<file path="config.mk">
export PLATFORM = sky130hd
export DESIGN_NAME = mem_arbiter
export DESIGN_NICKNAME = d
export VERILOG_FILES = /design/src/rtl/mem_arb_pkg.sv /design/src/rtl/rr_arbiter.sv /design/src/rtl/mem_arbiter.sv
export SDC_FILE = /design/constraint.sdc
export NUM_CORES = 1
export LEC_CHECK = 0
export CORE_AREA = 2 2 215 217
export DETAILED_ROUTE_END_ITERATION = 12
export DIE_AREA = 0 0 217 219
export SYNTH_ARGS = -nofsm -noshare
export SYNTH_HDL_FRONTEND = slang
export SYNTH_SLANG_ARGS = --single-unit
</file>
<file path="constraint.sdc">
create_clock -name clock -period 2 [get_ports clock]
set_input_delay 0.4 -clock clock [delete_from_list [all_inputs] [get_ports clock]]
set_output_delay 0.4 -clock clock [all_outputs]
set_load 0.03 [all_outputs]
</file>
<file path="src/rtl/mem_arb_pkg.sv">
// Shared types and helpers for the multi-channel memory arbiter.
package mem_arb_pkg;

    // Memory request opcode as carried on the request channel.
    typedef enum logic {
        MEM_RD = 1'b0,
        MEM_WR = 1'b1
    } mem_op_e;

    // Arbiter transaction FSM.
    typedef enum logic [1:0] {
        ST_IDLE = 2'd0,
        ST_REQ  = 2'd1,
        ST_WR   = 2'd2,
        ST_RD   = 2'd3
    } arb_state_e;

    // Width of a channel index; a single channel still gets one bit.
    function automatic int ch_bits(input int n);
        return (n <= 1) ? 1 : $clog2(n);
    endfunction

endpackage

</file>
<file path="src/rtl/rr_arbiter.sv">
// Combinational round-robin picker: first requester at or above ptr, wrapping.
module rr_arbiter
    import mem_arb_pkg::*;
#(
    parameter  int N  = 2,
    localparam int IW = ch_bits(N)
) (
    input  logic [N-1:0]  req,
    input  logic [IW-1:0] ptr,
    output logic [N-1:0]  gnt_oh,
    output logic [IW-1:0] gnt_idx
);

    // Scan N positions starting at ptr; the first asserted request wins.
    always_comb begin : scan
        logic [IW:0]   pos;
        logic [IW-1:0] idx;
        logic          found;
        gnt_oh  = '0;
        gnt_idx = '0;
        found   = 1'b0;
        for (int i = 0; i < N; i++) begin
            pos = {1'b0, ptr} + (IW+1)'(i);
            if (pos >= (IW+1)'(N)) begin
                pos = pos - (IW+1)'(N);
            end
            idx = pos[IW-1:0];
            if (!found && req[idx]) begin
                found       = 1'b1;
                gnt_oh[idx] = 1'b1;
                gnt_idx     = idx;
            end
        end
    end

endmodule

</file>
<file path="src/rtl/mem_arbiter.sv">
// Shares one VTAMemDPI request/write/read port among NUM_CH channels.
// Handshake rule: a beat or request transfers in a cycle where both its
// valid and its ready are high; valid, once raised, is held with stable
// payload until that cycle. mem_req_valid is the exception: it is a
// one-cycle pulse and the DPI side always takes it.
module mem_arbiter
    import mem_arb_pkg::*;
#(
    parameter  int NUM_CH        = 2,
    parameter  int MEM_LEN_BITS  = 8,
    parameter  int MEM_ADDR_BITS = 64,
    parameter  int MEM_DATA_BITS = 64,
    localparam int CH_BITS       = ch_bits(NUM_CH)
) (
    input  logic                                    clock,
    input  logic                                    reset,
    input  logic [NUM_CH-1:0]                       ch_req_valid,
    output logic [NUM_CH-1:0]                       ch_req_ready,
    input  logic [NUM_CH-1:0]                       ch_req_opcode,
    input  logic [NUM_CH-1:0][MEM_LEN_BITS-1:0]     ch_req_len,
    input  logic [NUM_CH-1:0][MEM_ADDR_BITS-1:0]    ch_req_addr,
    input  logic [NUM_CH-1:0]                       ch_wr_valid,
    output logic [NUM_CH-1:0]                       ch_wr_ready,
    input  logic [NUM_CH-1:0][MEM_DATA_BITS-1:0]    ch_wr_bits,
    output logic [NUM_CH-1:0]                       ch_rd_valid,
    input  logic [NUM_CH-1:0]                       ch_rd_ready,
    output logic [MEM_DATA_BITS-1:0]                ch_rd_bits,
    output logic                                    mem_req_valid,
    output logic                                    mem_req_opcode,
    output logic [MEM_LEN_BITS-1:0]                 mem_req_len,
    output logic [MEM_ADDR_BITS-1:0]                mem_req_addr,
    output logic                                    mem_wr_valid,
    output logic [MEM_DATA_BITS-1:0]                mem_wr_bits,
    input  logic                                    mem_rd_valid,
    input  logic [MEM_DATA_BITS-1:0]                mem_rd_bits,
    output logic                                    mem_rd_ready,
    output logic                                    busy,
    output logic [CH_BITS-1:0]                      grant
);

    arb_state_e               state_q, state_d;
    logic [CH_BITS-1:0]       grant_q, grant_d;
    logic [CH_BITS-1:0]       ptr_q, ptr_d;
    logic [MEM_LEN_BITS-1:0]  cnt_q, cnt_d;
    logic                     opcode_q, opcode_d;
    logic [MEM_LEN_BITS-1:0]  len_q, len_d;
    logic [MEM_ADDR_BITS-1:0] addr_q, addr_d;

    logic [NUM_CH-1:0]        arb_oh;
    logic [CH_BITS-1:0]       arb_idx;

    rr_arbiter #(.N(NUM_CH)) u_rr (
        .req     (ch_req_valid),
        .ptr     (ptr_q),
        .gnt_oh  (arb_oh),
        .gnt_idx (arb_idx)
    );

    // Next-state, latch updates and channel/DPI steering for the current state.
    always_comb begin
        state_d      = state_q;
        grant_d      = grant_q;
        ptr_d        = ptr_q;
        cnt_d        = cnt_q;
        opcode_d     = opcode_q;
        len_d        = len_q;
        addr_d       = addr_q;
        ch_req_ready = '0;
        ch_wr_ready  = '0;
        ch_rd_valid  = '0;
        mem_wr_valid = 1'b0;
        mem_wr_bits  = '0;
        mem_rd_ready = 1'b0;
        unique case (state_q)
            ST_IDLE: begin
                if (|ch_req_valid) begin
                    // The ready strobe is combinational, so it is masked while
                    // reset is held to keep every output quiet in reset.
                    ch_req_ready = arb_oh & {NUM_CH{reset}};
                    opcode_d     = ch_req_opcode[arb_idx];
                    len_d        = ch_req_len[arb_idx];
                    addr_d       = ch_req_addr[arb_idx];
                    grant_d      = arb_idx;
                    ptr_d        = (arb_idx == CH_BITS'(NUM_CH - 1)) ? '0 : arb_idx + CH_BITS'(1);
                    state_d      = ST_REQ;
                end
            end
            ST_REQ: begin
                cnt_d   = '0;
                state_d = (opcode_q == MEM_WR) ? ST_WR : ST_RD;
            end
            ST_WR: begin
                ch_wr_ready[grant_q] = 1'b1;
                mem_wr_valid         = ch_wr_valid[grant_q];
                mem_wr_bits          = ch_wr_bits[grant_q];
                if (ch_wr_valid[grant_q]) begin
                    cnt_d = cnt_q + MEM_LEN_BITS'(1);
                    if (cnt_q == len_q) begin
                        state_d = ST_IDLE;
                    end
                end
            end
            ST_RD: begin
                ch_rd_valid[grant_q] = mem_rd_valid;
                mem_rd_ready         = ch_rd_ready[grant_q];
                if (mem_rd_valid && ch_rd_ready[grant_q]) begin
                    cnt_d = cnt_q + MEM_LEN_BITS'(1);
                    if (cnt_q == len_q) begin
                        state_d = ST_IDLE;
                    end
                end
            end
            default: state_d = ST_IDLE;
        endcase
    end

    // State, grant/pointer, beat counter and latched request registers.
    always_ff @(posedge clock or negedge reset) begin
        if (!reset) begin
            state_q  <= ST_IDLE;
            grant_q  <= '0;
            ptr_q    <= '0;
            cnt_q    <= '0;
            opcode_q <= 1'b0;
            len_q    <= '0;
            addr_q   <= '0;
        end else begin
            state_q  <= state_d;
            grant_q  <= grant_d;
            ptr_q    <= ptr_d;
            cnt_q    <= cnt_d;
            opcode_q <= opcode_d;
            len_q    <= len_d;
            addr_q   <= addr_d;
        end
    end

    assign mem_req_valid  = (state_q == ST_REQ);
    assign mem_req_opcode = opcode_q;
    assign mem_req_len    = len_q;
    assign mem_req_addr   = addr_q;
    assign busy           = (state_q != ST_IDLE);
    assign grant          = grant_q;
    assign ch_rd_bits     = mem_rd_bits;

endmodule

</file>
Word-level counts from Yosys, hierarchy flattened. Index checks and enable logic that the tools add are counted.

Output and inout port bits: 212. Input port bits: 347. Register bits: 85. Logic and storage cells: 90.

Reduce and logical (&&, ||, !) cells: 13. Add/subtract/negate cells: 5. Mux-type cells: 46. Bitwise gates (word level): 3. Eq/ne operators: 7. $lt $le $gt $ge: 9.

Operators with widths (count): $mux 64 (5); $mux 8 (4); $pmux 8 s3 (1); $mux 1 (22); $mux 2 (10); $add 8x1->8 const B (1); $eq 8x8->1 (1); $lt 1x2->1 const B (4); $pmux 2 s4 (1); $ne 2x2->1 const B (3); $reduce_and 3->1 (2); $logic_and 1x1->1 (5); $and 2x2->2 (2); $eq 2x2->1 const B (2); $demux 1 s1 (3); $ge 1x1->1 const B (3); $reduce_bool 3->1 (1); $add 1x1->2 const B (1); $eq 2x1->1 const B (1); $ge 1x2->1 const B (1); $ge 2x2->1 const B (1); $logic_not 2->1 (1); $or 2x2->2 (1); $reduce_and 2->1 (1); 5 further kinds (6).

Depth between registers and ports, before layout.
Depth after elaboration: 12. Depth in mapped cells: 7. Depth with buffers taken out: 4.

By module. From an unflattened synthesis, not the netlist that was laid out.

Cells, all modules: 556. Area total of the unflattened synthesis: 5258.8 um2.

By module, submodules not included: mem_arbiter (area each 5228.8 um2, seq. area each 2127.0 um2, times used 1, cells an instance 552); rr_arbiter (area each 30.0 um2, seq. area each 0.0 um2, times used 1, cells an instance 4).

Least setup slack after synthesis. No wires, ideal clock.

Path type: register to output. Start point: reg grant_q, in the netlist grant. End point: out mem_wr_bits[34]. Path buffers: 1. Setup slack: -0.107 ns. Stages on the path, launching flop included: 5. Arrival time: 1.707 ns. Data required time: 1.600 ns. Path through: dfrtp_1 inv_1 nor2_1 clkbuf_1 a22o_1.

Cells in the longest elaborated chain, start to end: 3.

RTL lines: start, declared (line mem_arbiter.sv:42) `logic [CH_BITS-1:0] grant_q, grant_d;`; start signal, assigned (line mem_arbiter.sv:129) `grant_q <= grant_d;`; $mux 64 (implied by the code) (2 in series) (line mem_arbiter.sv:95) `mem_wr_bits = ch_wr_bits[grant_q];`; $mux 64 (line mem_arbiter.sv:74) `unique case (state_q)`; end, declared (line mem_arbiter.sv:33) `output logic [MEM_DATA_BITS-1:0] mem_wr_bits,`.

Every way passes these cells. The select of a mux whose other input is x is not followed.

Worst setup path in the final report.
Start point: reg state_q[0]. End point: out mem_wr_bits[56].

Cells in the longest elaborated chain, start to end: 2.

RTL lines: start, declared (line mem_arbiter.sv:41) `arb_state_e state_q, state_d;`; start signal, assigned (line mem_arbiter.sv:128) `state_q <= state_d;`; $eq 2x2->1 (line mem_arbiter.sv:74); $mux 64 (line mem_arbiter.sv:74).

Every way passes these cells.

==> run_results.csv <==
group,metric,value,unit
setup_path,worstPathRequired,1600,ps
die,core-area,45100,um2
grt,grt_util_all_layers,13.4,%
setup_path,end_kind,"output port",
grt,grt_pass1_vias,6242,
yosys,yosysTopAreaCell,"dfrtp_1",
setup_path,rr_worst_depth,7,
sta,skew,8.94,ps
yosys,avgSynthCellArea,10.1,um2
yosys,yosysMostFrequentCell,"dfrtp_1",
die,die_h,219,um
detailed_routing,viasPerCell,3.91,
place,place_congestion,0.790,
yosys,ys_seq_area_share,43.5,%
grt,grt_max_degree,64,
die,initial_core_util,10.8,%
cts,cts_tree,"yes",
setup_path,critical_path_arrival,1760,ps
grt,grt_pass1_wl,44.2,mm
cts,clock_latency,360,ps
pwr,switching_power,3.49,mW
pwr,swShare,37.4,%
cells_and_area,final_util,25.7,%
setup_path,worstReg2RegEnd,"cnt_q[4]$_DFFE_PN0P_",
sta,final_max_slew_viol_count,0,
cells_and_area,final_cells,1495,
run,maxCapViolCount,0,
setup_path,r2r_setup_slack,100,ps
die,rows,78,
pwr,combinationalPowerShare,59.3,%
place,hpwl,27.2,mm
yosys,synth-main-ff-cell,"dfrtp_1",
yosys,async_flop_share,100,%
setup_path,critPathKind,"reg2out",
yosys,synthCells,483,
grt,antenna_found_initial,6,
pwr,powerDensity,808,nW/um2
detailed_routing,ant_nets,0,
setup_path,critPathMaxFanout,13,
sta,hold_viol,0,
die,io_pins,559,
sta,setup_slack,-158,ps
detailed_routing,avgRoutedWirePerCell,22.5,um
place,port_buffers,430,
cts,cts.sinks,85,
yosys,synth_cell_types,36,
worst_hold_path,min_path_type,"in2async",
cells_and_area,n_fill_cell,4712,
run_status,status,"finished, violations left",
yosys,syn-num-nets,831,
cells_and_area,area_delta_synth_final,137,%
sta,relSlewSlack,66.4,%
cells_and_area,num-nets-final,1234,
setup_path,cp-start-kind,"flop",
sta,fmax,463,MHz
pwr,sequentialPowerShare,21.8,%
yosys,synthTopCellsByCount,"dfrtp_1, inv_1, a222oi_1",
pwr,post-layout-total-power,9.34,mW
cells_and_area,drive_gt1_share,27.2,%
cts,cts-root-buf,"clkbuf_16",
pwr,p_leak,5.10,nW
detailed_routing,vias,5840,
pwr,clock_power_share,19.0,%
cts,htreeDepth,3,
sta,rsz0062_at_grt,"true",
yosys,ys_warn_count,0,
cells_and_area,multi_input_area,2380,um2
run_status,failed_checks,"setup timing",
cts,cts_buffers,9,
yosys,synth.area.top_cells,"dfrtp_1, a222oi_1, a22o_1, buf_4, inv_1",
sta,period_minus_slack,2160,ps
yosys,syn_area,4890,um2
detailed_routing,wl,33.7,mm
die,die_width,217,um
cells_and_area,regArea,2130,um2
cts,clk_pin_slew,70,ps
die,die_area,47500,um2
sta,finalCritPeriodShare,108,%
sta,setup_viol,67,
detailed_routing,dr.pass1.iters,6,
pwr,p_int,5.85,mW
pwr,vdd_drop_max,0.000422,V
sta,holdWs,412,ps
cts,clockBufferDepth,2,
yosys,synth_seq_cells,85,
yosys,synth_top_area_share,43.5,%
yosys,synth-edff-count,0,
detailed_routing,route.detailed.drc,0,
detailed_routing,drtIter0Drc,430,
sta,worst_slew_pin_slew,500,ps
setup_path,rr_startpoint,"grant$_DFFE_PN0P_",
place,dp_cells,1449,
grt,grt_overflow_total,0,
[worst max-delay path, stage by stage (launching register included)]
cell and delay [ps]:
dfrtp_1 380, nand2b_4 180, nor2_4 190, buf_12 170
buf_12 140, a22o_1 180, buf_6 140
[power groups by stage]
stage          logic [mW]  clock network, mW  registers, mW
3_5_place_dp         4.81                  0           2.06
5_1_grt              5.80               1.90           2.06
3_3_place_gp         4.79                  0           2.05
2_1_floorplan        1.88                  0           2.17
6_report             5.54               1.77           2.04
4_1_cts              5.64               1.86           2.03
[metal layers]
layer  track usage (%)  wire [um]  share of wire (%)  up-vias
li1                  -          -                  -     2582
met1              13.7      12000                 36     2799
met2              24.7      17400                 52      401
met3              3.88       2850                8.5       52
met4              6.76       1410                4.2        6
met5             0.417         60               0.18        -
[stage by stage]
step	setup slack, ps	area, um2	setup TNS [ps]
finish	-158	11600	-6460
CTS	-200	11500	-10480
global route	-226	11600	-11950
detailed placement	-247	10300	-15750
global placement	-223	10300	-12290
floorplan	6.33	4960	0
[kinds of logic (layout without fill, tap and decap cells)]
| group | after synthesis | count (layout) | synth area share, % |
|---|---|---|---|
| buf+inv | 185 | 593 | 19.9 |
| compound gates | 160 | 160 | 29.6 |
| flops | 85 | 85 | 43.5 |
| simple gates | 40 | 40 | 4.48 |
| xor+xnor | 8 | 8 | 1.43 |
| mux | 4 | 4 | 0.844 |
| fa+ha+maj | 1 | 1 | 0.256 |
| other cells | 0 | 4 | 0 |
[area by class of cell]
type / instances / area share (%)
diodes: 4 / 0.0865
well taps: 600 / 6.49
repair buffers: 497 / 49.2
inverters: 80 / 2.64
clock inverters: 7 / 0.703
flip-flops and latches: 85 / 18.4
multi-input cells: 213 / 20.5
clock buffers: 9 / 1.95
[repair_timing]
action | in CTS | in global routing
cloned | 5 | 0
hold buffers | 1 | 0
buffers inserted | 16 | 5
hold endpoints to repair | 1 | 0
endpoints found under the setup margin | 73 | 71
resized for setup | 109 | 4
pin swaps | 6 | 6
[sequential cells by signal, indices dropped and copies added, names as in the netlist]
| register | cells |
|---|---|
| ptr_q | 1 |
| mem_req_addr | 64 |
| mem_req_opcode | 1 |
| state_q | 2 |
| grant | 1 |
| mem_req_len | 8 |
| cnt_q | 8 |
[worst max-delay path by stage]
stage | from | endpoint
3_5_place_dp | ch_req_valid[1] | mem_req_addr[33]$_DFFE_PN0P_
6_report | state_q[0]$_DFFE_PN0P_ | mem_wr_bits[56]
2_1_floorplan | state_q[1]$_DFFE_PN0P_ | ch_req_ready[1]
4_1_cts | state_q[0]$_DFFE_PN0P_ | mem_wr_bits[56]
5_1_grt | state_q[0]$_DFFE_PN0P_ | mem_wr_bits[56]
3_3_place_gp | ch_req_valid[1] | ch_req_ready[1]
[cell usage in the layout (no fill, tap or decap), drive strengths merged, types with 8 or more instances in the layout]
cell / n
xor2: 8
clkdlybuf4s50: 353
a222oi: 73
inv: 83
buf: 142
dfrtp: 85
a21oi: 9
clkbuf: 9
a22o: 64
nand2: 8
No activity file was read; power rests on OpenSTA's default activity.
==> variant 1 (same settings) <==
`MEM_ADDR_BITS`: 64 -> 96.
--- a/src/rtl/mem_arbiter.sv
+++ b/src/rtl/mem_arbiter.sv
@@ -9,5 +9,5 @@
     parameter  int NUM_CH        = 2,
     parameter  int MEM_LEN_BITS  = 8,
-    parameter  int MEM_ADDR_BITS = 64,
+    parameter  int MEM_ADDR_BITS = 96,
     parameter  int MEM_DATA_BITS = 64,
     localparam int CH_BITS       = ch_bits(NUM_CH)
Ports: changed (resized ch_req_addr and mem_req_addr); port bits go from 559 to 655. No check against the original RTL was run, so the function may have changed too.
==> variant 1 against the unedited design <==
  * Routed wire length rose by 37%
  * Power is 140% higher
  * Worst setup slack worse by 0.15 ns
  * Sequential power is 110% higher
  * Critical endpoint unchanged
  * The flow still finishes with violations (negative setup slack)
  * Sequential cell count increased by 32
  * Critical path type unchanged
  * Cell area increased by 24%
  * Area after synthesis rose by 28%
  * Global-route usage grew 3.6 points
==> variant 1: results <==
{
  "grt.total_usage": 0.170,
  "r2r_setup_slack_ns": -0.15,
  "clkPwrFrac": 0.149,
  "skew_ns": 0.00776,
  "drive_above_1_share": 0.247,
  "gp_congestion": 0.892,
  "hold_class": "in2async",
  "port_buffers": 526,
  "clkLatencyLatePin_ns": 0.47,
  "setup_ws_ns": -0.306,
  "setup-tns-final_ns": -22.70,
  "ir_drop_mv": 0.771,
  "wl_per_cell_um": 26.9,
  "p_leak_nw": 6.50,
  "yosys-top-cells-count": "dfrtp_1 (117), inv_1 (112), a222oi_1 (105)",
  "antenna_found_initial": 4,
  "gr-usage-met3": 0.0818,
  "yosysSeqAreaShare": 0.469,
  "grt.met2_usage": 0.292,
  "grt_max_degree": 118,
  "grt_util_met1": 0.180,
  "critPathArrivalTime_ns": 1.91,
  "fillers": 4576,
  "vias_per_cell": 4.30,
  "finalSetupViolCount": 174,
  "netlist-cell-type-count": 35,
  "syn_nets": 1008,
  "htreeDepth": 4,
  "nets": 1518,
  "grt_pass1_wl_mm": 55.6,
  "max-slew-margin-rel": 0.553,
  "r2r-start": "state_q[1]$_DFFE_PN0P_",
  "pre_cts_ws_ns": -0.196,
  "outcome": "finished with violations",
  "seqPwrFrac": 0.191,
  "cts_made_buffers": 17,
  "drtIter0Drc": 805,
  "first_pass_iters": 9,
  "worstReg2RegEnd": "mem_req_addr[30]$_DFFE_PN0P_",
  "synth.top_cells.by_area": "dfrtp_1 (47%), a222oi_1 (17%), a22o_1 (9.0%)",
  "failed_checks": "negative setup slack",
  "worstPathMaxFanout": 6,
  "dp_hpwl_mm": 34.2,
  "swShare": 0.441,
  "reg2regPathDepth": 11,
  "largest_reg_flops": 96
}
[variant 1: cell count changes after synthesis, sizes merged, moves of 6 or more]
cell    delta
o21ai      +6
clkbuf     +6
o31ai      -6
dfrtp     +32
xor2       -7
inv       +33
buf        +6
xnor2     +10
a222oi    +32
[variant 1: per-stage QoR]
stage	hold slack (ns)	cells	utilization	cell area, sq um	total power [mW]
finish	0.0706	1721	0.318	14300	22.2
detailed placement	0.495	1644	0.276	12500	17.1
global placement	0.489	1644	0.276	12500	17.0
global route	0.120	1721	0.318	14300	23.2
CTS	0.0668	1685	0.296	13300	20.9
floorplan	0.104	596	-	6240	10.4
[variant 1: cell type report]
| class | instances | area (sq um) | share of cell area |
|---|---|---|---|
| antenna | 2 | 5.00 | 0.000349 |
| clock buffer | 17 | 425 | 0.0297 |
| clock inverter | 15 | 191 | 0.0134 |
| inverter | 113 | 424 | 0.0296 |
| multi-input combinational | 251 | 2710 | 0.189 |
| sequential | 117 | 2930 | 0.204 |
| tap | 600 | 751 | 0.0524 |
| timing repair buffer | 606 | 6900 | 0.481 |
[variant 1: cell families after synthesis]
| family | count (synthesis) | share of synthesized area |
|---|---|---|
| simple gates | 40 | 0.0331 |
| buf+inv | 230 | 0.189 |
| mux | 6 | 0.0100 |
| fa+ha+maj | 1 | 0.00201 |
| xor+xnor | 11 | 0.0154 |
| flops | 117 | 0.469 |
| compound gates | 191 | 0.281 |
[variant 1: what timing repair did]
item,in CTS,in global routing
setup endpoints to repair,94,145
setup buffers,9,20
cloned,1,19
hold buffers,0,0
resized for setup,63,91
pin swaps,6,39
[variant 1: how the worst min path moves through the flow]
stage	from	endpoint	slack, ns	cells after the start
6_report	reset	mem_req_addr[51]$_DFFE_PN0P_	0.07	2
5_1_grt	reset	mem_req_addr[63]$_DFFE_PN0P_	0.12	2
4_1_cts	reset	mem_req_addr[51]$_DFFE_PN0P_	0.07	2
3_5_place_dp	mem_req_addr[70]$_DFFE_PN0P_	mem_req_addr[70]$_DFFE_PN0P_	0.50	2
3_3_place_gp	mem_req_addr[39]$_DFFE_PN0P_	mem_req_addr[39]$_DFFE_PN0P_	0.49	2
2_1_floorplan	reset	cnt_q[0]$_DFFE_PN0P_	0.10	0
[variant 1: routing by layer]
layer	vias to the layer above	wire (um)	share of wire
li1	3221	-	-
met1	3547	16100	0.35
met2	570	23700	0.51
met3	51	5190	0.11
met4	4	1300	0.028
met5	-	27	0.00058
[variant 1: worst max-delay path, stage by stage, from the launching register on]
cell and delay [ns]:
dfrtp_1 0.39, inv_2 0.08, nand2_4 0.07, nor2_4 0.22, buf_12 0.14, clkbuf_16 0.14, buf_8 0.10, a22o_4 0.15
buf_12 0.13
==> variant 2 (same settings) <==
Without the edit above. `addr_q` no longer has a reset.
--- a/src/rtl/mem_arbiter.sv
+++ b/src/rtl/mem_arbiter.sv
@@ -124,5 +124,4 @@
             opcode_q <= 1'b0;
             len_q    <= '0;
-            addr_q   <= '0;
         end else begin
             state_q  <= state_d;
@@ -132,6 +131,9 @@
             opcode_q <= opcode_d;
             len_q    <= len_d;
-            addr_q   <= addr_d;
         end
+    end
+
+    always_ff @(posedge clock) begin
+        addr_q <= addr_d;
     end
 
Function: changed (a bounded check fails within 4 cycles, from zero or initial values and one cycle with reset low).
==> variant 2 against the unedited design <==
  * The run still ends with negative setup slack left
  * Global-route usage shrank 1.7 points
  * Worst setup slack lost 0.062 ns
  * Sequential share of layout area grew 2.4 points
  * Area after synthesis grew 4.7%
  * Worst hold slack gained 0.12 ns
  * Routed wire length shrank 13%
  * Cell area grew 1.9%
  * Core utilization grew 0.50 points
  * Sequential cell count is the same
  * Critical path type unchanged
Power is not compared: it rests on default switching activity, and its combinational part moved more than twofold at a synthesized area within 25%.
==> variant 2: results <==
{
  "failed_checks": "negative setup slack",
  "grt.total_usage": 0.117,
  "synth_compound_area_frac": 0.157,
  "multi_input_area_share": 0.216,
  "yosys-top-cells-count": "buf_4 (66), a22o_1 (64), edfxtp_1 (64), mux2_2 (64), buf_2 (24)",
  "fin_area_sq_um": 11800,
  "critPathArrivalTime_ns": 1.82,
  "skew_ns": 0.0106,
  "setup_ws_ns": -0.220,
  "worst_pin_slew_ns": 0.366,
  "fin_cells": 1426,
  "diodes": 1,
  "worstPathMaxFanout": 5,
  "syn_nets": 771,
  "synth_fa_ha_area_frac": 0.00244,
  "synthXorXnorAreaFrac": 0.0154,
  "grt_pass1_vias": 5725,
  "synth.top_cells.by_area": "edfxtp_1 (38%), mux2_2 (14%), a22o_1 (11%)",
  "drt-total-wl_mm": 29.5,
  "whs_ns": 0.530,
  "outcome": "finished with violations",
  "antenna_found_initial": 1,
  "reg2regPathDepth": 8,
  "endpoint": "mem_wr_bits[55]",
  "finalSetupViolCount": 69,
  "hold_class": "reg2reg",
  "layout.nonclk_buf_frac": 0.481
}
[variant 2: changes by cell type after synthesis, moves of 8 or more]
cell	before	now
dfrtp_1	85	21
mux2i_1	3	11
edfxtp_1	0	64
clkbuf_1	17	2
inv_1	80	8
mux2_2	1	64
nand2_1	8	16
a222oi_1	73	0
buf_2	14	24
o21ai_0	0	13
[variant 2: layer usage]
layer  GRT usage  share of wire  vias to the layer above
met4      0.0470          0.025                        0
li1            -              -                     2329
met1       0.114           0.35                     2449
met5           0              0                        -
met2       0.217           0.52                      376
met3      0.0485           0.11                       36
[variant 2: report_power, final]
group	switching [mW]	total, mW	internal (mW)	leakage, nW
combinational	0.343	1.08	0.737	3.48
clock	0.757	1.97	1.22	0.167
sequential	0.0996	2.07	1.97	0.836
total	1.20	5.12	3.92	4.48
